==> src/rtl/soc_cpu_1_oci_dct_packer.sv <==
// Packs 2-bit trace frames into 15-slot capture words and hands them to the trace sink.
// Also sequences the end-of-test flush and reports when the captured trace has drained.
module soc_cpu_1_oci_dct_packer (
    input  logic        clk,
    input  logic        reset_n,
    input  logic        frame_valid,
    input  logic [1:0]  frame_data,
    input  logic        test_ending,
    output logic [29:0] dct_buffer,
    output logic [3:0]  dct_count,
    output logic        word_valid,
    input  logic        word_ready,
    output logic [29:0] word_data,
    output logic [3:0]  word_count,
    output logic        overflow,
    output logic        test_has_ended
);

    logic        flushing;
    logic        out_free;
    logic        launch;
    logic        accept;
    logic        append;
    logic        drop;
    logic [29:0] buf_next;
    logic [3:0]  cnt_next;

    assign out_free = !word_valid || word_ready;
    assign launch   = ((dct_count == 4'd15) || (flushing && (dct_count != 4'd0))) && out_free;
    assign accept   = word_valid && word_ready;
    // The cycle that first sees test_ending already ignores incoming frames.
    assign append   = frame_valid && !flushing && !test_ending;

    always_comb begin
        buf_next = launch ? 30'd0 : dct_buffer;
        cnt_next = launch ? 4'd0  : dct_count;
        drop     = 1'b0;
        if (append) begin
            if (cnt_next != 4'd15) begin
                buf_next[{cnt_next, 1'b0} +: 2] = frame_data;
                cnt_next = cnt_next + 4'd1;
            end else begin
                drop = 1'b1;
            end
        end
    end

    always_ff @(posedge clk or negedge reset_n) begin
        if (!reset_n) begin
            dct_buffer     <= '0;
            dct_count      <= '0;
            word_valid     <= 1'b0;
            word_data      <= '0;
            word_count     <= '0;
            overflow       <= 1'b0;
            test_has_ended <= 1'b0;
            flushing       <= 1'b0;
        end else begin
            // A launch refills the output register even when the old word is accepted now.
            if (launch) begin
                word_data  <= dct_buffer;
                word_count <= dct_count;
                word_valid <= 1'b1;
            end else if (accept) begin
                word_valid <= 1'b0;
            end
            dct_buffer <= buf_next;
            dct_count  <= cnt_next;
            if (drop)
                overflow <= 1'b1;
            if (test_ending)
                flushing <= 1'b1;
            if (flushing && (dct_count == 4'd0) && !word_valid)
                test_has_ended <= 1'b1;
        end
    end

endmodule
==> config.mk <==
export PLATFORM = sky130hd
export DESIGN_NAME = soc_cpu_1_oci_dct_packer
export DESIGN_NICKNAME = d
export VERILOG_FILES = /design/src/rtl/soc_cpu_1_oci_dct_packer.sv
export SDC_FILE = /design/constraint.sdc
export NUM_CORES = 1
export LEC_CHECK = 0
export BUFFER_PORTS_ARGS = -buffer_cell sky130_fd_sc_hd__buf_2
export CAP_MARGIN = 20
export CORE_ASPECT_RATIO = 0.9
export CORE_MARGIN = 4
export CORE_UTILIZATION = 40
export DETAILED_ROUTE_END_ITERATION = 6
export GPL_TIMING_DRIVEN = 0
export HOLD_SLACK_MARGIN = 0.06
export PLACE_DENSITY = 0.6
export SLEW_MARGIN = 20
export SYNTH_ARGS = -nofsm -noshare
export SYNTH_HDL_FRONTEND = slang
export SYNTH_SLANG_ARGS = --single-unit
==> constraint.sdc <==
create_clock -name clk -period 3.59 [get_ports clk]
set_input_delay 0.1795 -clock clk [delete_from_list [all_inputs] [get_ports clk]]
set_output_delay 0.1795 -clock clk [all_outputs]
set_load 0.05 [all_outputs]
==> After elaboration in Yosys (flattened, before gate mapping) <==
Index checks and enable logic that the tools add are counted.
{ "word_totals": {"ff_bits": 72, "in_bits": 7, "output_inout_bits": 71, "elab_cells": 40} }
{ "classes": {"n_addsub": 2, "eq_ne": 2, "n_shift": 2, "muxes": 11, "n_reduce_logical": 15} }
{ "op_table": {"columns": ["operator", "count"], "rows": [
  ["2-to-1 mux 30 bit", 3],
  ["bitwise mux 30 bit", 1],
  ["variable shift 2 x 7 -> 30 bit (first input constant)", 1],
  ["indexed part select 2 x 7 -> 30 bit", 1],
  ["2-to-1 mux 4 bit", 3],
  ["logical AND 1 bit", 7],
  ["negator 5 -> 7 bit", 1],
  ["adder 4 x 1 -> 4 bit (second input constant)", 1],
  ["== test 4 bit (second input constant)", 1],
  ["logical NOT 4 bit", 1],
  ["2-to-1 mux 1 bit", 4],
  ["inequality test 4 bit (second input constant)", 1],
  ["nonzero test 4 bit", 1],
  ["logical NOT 1 bit", 3],
  ["logical OR 1 bit", 2],
  ["nonzero test 2 bit", 1]
]} }

==> Depth between registers and ports, before layout <==
{ "logic_depth": {"depth_word": 10, "depth_mapped": 12, "depth_no_buf": 11} }

==> Worst setup path before layout <==
Ideal clock, no wire load.
{ "synth_path": {"path_kind": "reg2reg", "from": "register dct_count[1]", "to": "register dct_buffer[10]", "setup_time_ps": 132, "arrival_ps": 3159, "t_required_ps": 3458, "path_slack_ps": 299, "path_stages_with_launch": 12, "n_path_buf": 1, "synth_period_minus_slack_ps": 3291, "cell_sequence": "dfrtp_1 > clkbuf_1 > or3_1 > or2_2 > nand2_1 > nand2_1 > ha_1 > nand2b_1 > o32a_1 > or4b_1 > mux2i_1 > nor2_1"} }
{ "synth_via": {"elab_chain_len": 10, "elab_cells_between_ends": 14, "cone_classes": "add/sub (1); eq/ne (2); shift (2); mux (5); reduce/logical (4)"} }
{ "synth_rtl": {"columns": ["element", "line_no", "rtl"], "rows": [
  ["from (decl)", "10", "output logic [3:0] dct_count,"],
  ["from (signal assigned)", "68", "dct_count <= cnt_next;"],
  ["nonzero test 4 bit", "29", "assign launch = ((dct_count == 4'd15) || (flushing && (dct_count != 4'd0))) && out_free;"],
  ["logical AND 1 bit", "29", null],
  ["logical OR 1 bit", "29", null],
  ["logical AND 1 bit", "29", null],
  ["2-to-1 mux 4 bit", "36", "cnt_next = launch ? 4'd0 : dct_count;"],
  ["negator 5 -> 7 bit", "40", "buf_next[{cnt_next, 1'b0} +: 2] = frame_data;"],
  ["indexed part select 2 x 7 -> 30 bit or variable shift 2 x 7 -> 30 bit (tied branches)", "40", null],
  ["bitwise mux 30 bit", "40", null],
  ["2-to-1 mux 30 bit", "39", "if (cnt_next != 4'd15) begin"],
  ["2-to-1 mux 30 bit (*)", "38", "if (append) begin"],
  ["named net buf_next[10]", "25", "logic [29:0] buf_next;"],
  ["to (signal assigned)", "67", "dct_buffer <= buf_next;"],
  ["to (decl)", "9", "output logic [29:0] dct_buffer,"]
]} }
Mark *: on every way through the listed nets, which the timed path passes. The rest lies on a longest branch.
A chain may end at the register's enable or synchronous reset.

==> Final worst setup path <==
{ "layout_path": {"from": "register dct_count[1]", "to": "register dct_buffer[5]"} }
The elaborated chain is that of the path after synthesis.

==> results.yml <==
grt:
  grt_max_degree: 49
  antenna_found_initial: 0
  grt_pass1_wl_mm: 15.10
  grt_pass1_vias: 2901
  grt_usage_pct: 19.47
  gr-total-overflow: 0
clock_tree:
  numCtsBuffers: 9
  cts_tree: "yes"
  cts-root-buf: "clkbuf_8"
  path_clk_slew_ns: 0.08
  cts_max_level: 3
  cts.sink_count: 72
  post_cts_buffers: 0
  clk_latency_ns: 0.34
  clk_path_buf_depth: 2
timing:
  max_freq_mhz: 297.8
  worstMarginPinSlew_ns: 0.8205
  fin_crit_sh_pct: 93.54
  hold_viol: 0
  slew_viol_final: 0
  min_period_ns: 3.358
  skew_ns: 0.01194
  hold_ws_ns: 0.1413
  fin_setup_tns_ns: 0
  setup_viol: 0
  slew_headroom_pct: 44.80
  rsz0062_at_grt: "no"
layout:
  fin_area_um2: 4086
  areaGrowthSynthToFinish_pct: 23.06
  layout_common_cells: "nand2_1, buf_2, dfrtp_1, mux2i_1"
  layout-drive-gt1-share_pct: 24.44
  mostFrequentLayoutCell: "nand2_1"
  final_core_util_pct: 50.65
  nets: 457
  fillers: 793
  final_cells: 549
  diodes: 0
synth:
  yosysTopAreaCell: "dfrtp_1"
  synth_top_family_by_area: "simple AND/OR/NAND/NOR gates"
  syn_area_um2: 3321
  synthSimpleGateAreaFrac_pct: 25.70
  ys_ff_latch: 72
  syn_inst: 356
  synth_edf_count: 0
  synthAdderAreaFrac_pct: 1.507
  syn_avg_cell_area_um2: 9.328
  synth_area_leaders: "dfrtp_1, nand2_1, mux2i_1, ha_1, a21oi_1"
  synthMuxAreaShare_pct: 6.933
  synth_cell_types: 45
  synth_flop_cell: "dfrtp_1"
  synth_compound_area_share_pct: 7.762
  synth_xor_area_share_pct: 0.7913
  async_reset_ff_share_pct: 100.0
  synth.yosys.seq_area_share_pct: 54.26
  syn-num-nets: 367
  synth_top_area_share_pct: 54.26
  yosys_warnings: 0
die:
  placementRows: 31
  dieArea_um2: 9826
  fp.dieW_um: 104.0
  core_um2: 8068
  chipHeight_um: 94.44
  initial_core_util_pct: 41.16
  ios: 78
power:
  max-vdd-ir-drop_mv: 0.1544
  power_density_nw_per_um2: 431.5
  leakagePower_nw: 2.298
critical_path:
  critPathLaunch: "dct_count[1]$_DFF_PN0_"
  crit_chain: "clkbuf_2, or3_1, or2_2, nand2_2, nand2_1, ha_1, o221ai_1, nand4_1, or4_4, mux2i_1"
  cp_max_fo: 10
  arrival_ns: 3.56
  critPathLaunchType: "flop"
  required_ns: 3.80
  r2r-start: "dct_count[1]$_DFF_PN0_"
  worstSetupPathType: "flop to flop"
  end_kind: "flop"
  cp_slowest_stage_delay_ns: 0.59
  critPathSlowestCell: "or4_4"
placement:
  gp_congestion: 0.9000
  dpl_cell_area_um2: 3866
  dpl.hpwl_mm: 6.725
  port_buffers: 77
  post-place-cells: 533
drt:
  drc: 0
  routedWlPerCell_um: 16.65
  routed_via_density: 5.224
  vias: 2868
  antenna_left: 0
  drt_pass1_iterations: 5
  routed_wl_mm: 9.142
  first_iter_violations: 193
worst_hold_path:
  holdCritPathClass: "input port to flop"
  worstHoldStart: "frame_data[1]"
status:
  status: "completed"
job:
  maxCapViolations: 0
==> layer usage <==
metal  vias up  routed length (µm)  track usage (%)
met1      1396                4260            26.50
met4         0                 131            6.202
li1       1369                   -                -
met3        13                 593            5.058
met5         -                   0                0
met2        90                4157            30.68
==> worst max-delay path, delay by kind of cell (launching register included) <==
family / cells / cell delay [ns]
compound gates: 1 / 0.21
fa+ha+maj: 1 / 0.31
buf+inv: 1 / 0.22
flops: 1 / 0.44
mux: 1 / 0.14
simple gates: 6 / 1.92
==> state kept, by name, summed over array words and instances (netlist names) <==
name / flops
dct_buffer: 30
word_valid: 1
dct_count: 4
overflow: 1
word_data: 30
flushing: 1
word_count: 4
test_has_ended: 1
==> timing repair <==
action / CTS / global route
hold endpoints to repair: 25 / 0
gates cloned: 0 / 0
hold buffers: 2 / 0
pin swaps: 0 / 1
gates resized for setup: 2 / 4
endpoints found under the setup margin: 2 / 15
==> power breakdown <==
group | switching (mW) | internal, mW
sequential | 0.0131 | 0.823
combinational | 0.263 | 0.0661
clock | 0.312 | 0.286
total | 0.588 | 1.18
==> final timing paths <==
check                           slack [ns]                    endpoint  cells past startpoint
worst max-delay path                  0.23     dct_buffer[5]$_DFF_PN0_                     10
worst min-delay path                  0.14     dct_buffer[1]$_DFF_PN0_                      2
worst max register to register        0.23     dct_buffer[5]$_DFF_PN0_                     10
worst min register to register        0.47   word_data[25]$_DFFE_PN0P_                      2
max in group asynchronous             2.75    dct_buffer[11]$_DFF_PN0_                      3
min in group asynchronous             0.28  test_has_ended$_DFFE_PN0P_                      2
==> stage by stage <==
step           total power, mW  setup slack, ns
5_1_grt                  1.854          0.03083
3_3_place_gp             1.167          -0.1435
4_1_cts                  1.781           0.1153
3_5_place_dp             1.178          -0.1887
6_report                 1.763           0.2319
2_1_floorplan            1.057           0.2987
==> cell type report <==
cell class / count / area [µm²] / share of cell area, %
Buffer: 16 / 72.57 / 1.776
Clock buffer: 11 / 151.4 / 3.705
Clock inverter: 4 / 28.78 / 0.7042
Inverter: 7 / 26.28 / 0.6430
Multi-Input combinational cell: 260 / 1446 / 35.40
Sequential cell: 72 / 1802 / 44.09
Tap cell: 99 / 123.9 / 3.031
Timing Repair Buffer: 80 / 435.4 / 10.66
==> Yosys cell counts, drive strengths merged, types with 2 or more instances <==
master  count
nand3b      2
a22o        2
ha          4
o21ai       8
dfrtp      72
nor2       11
nor4        4
nand4       6
inv         7
o21a        3
o31ai       4
xnor2       2
nand2     138
a21oi       9
or2         2
nor3        8
nand3       5
nand2b      2
or3         4
and3        4
mux2i      23
buf         6
a211oi      2
clkbuf     11
==> cell families after synthesis <==
family,after synthesis
AO/OA/AOI/OAI,36
XOR/XNOR,3
adder cells (fa/ha/maj),4
buffers and inverters,24
flip-flops,72
multiplexers,23
AND/OR/NAND/NOR,194
Power figures use the tool's default switching activity.
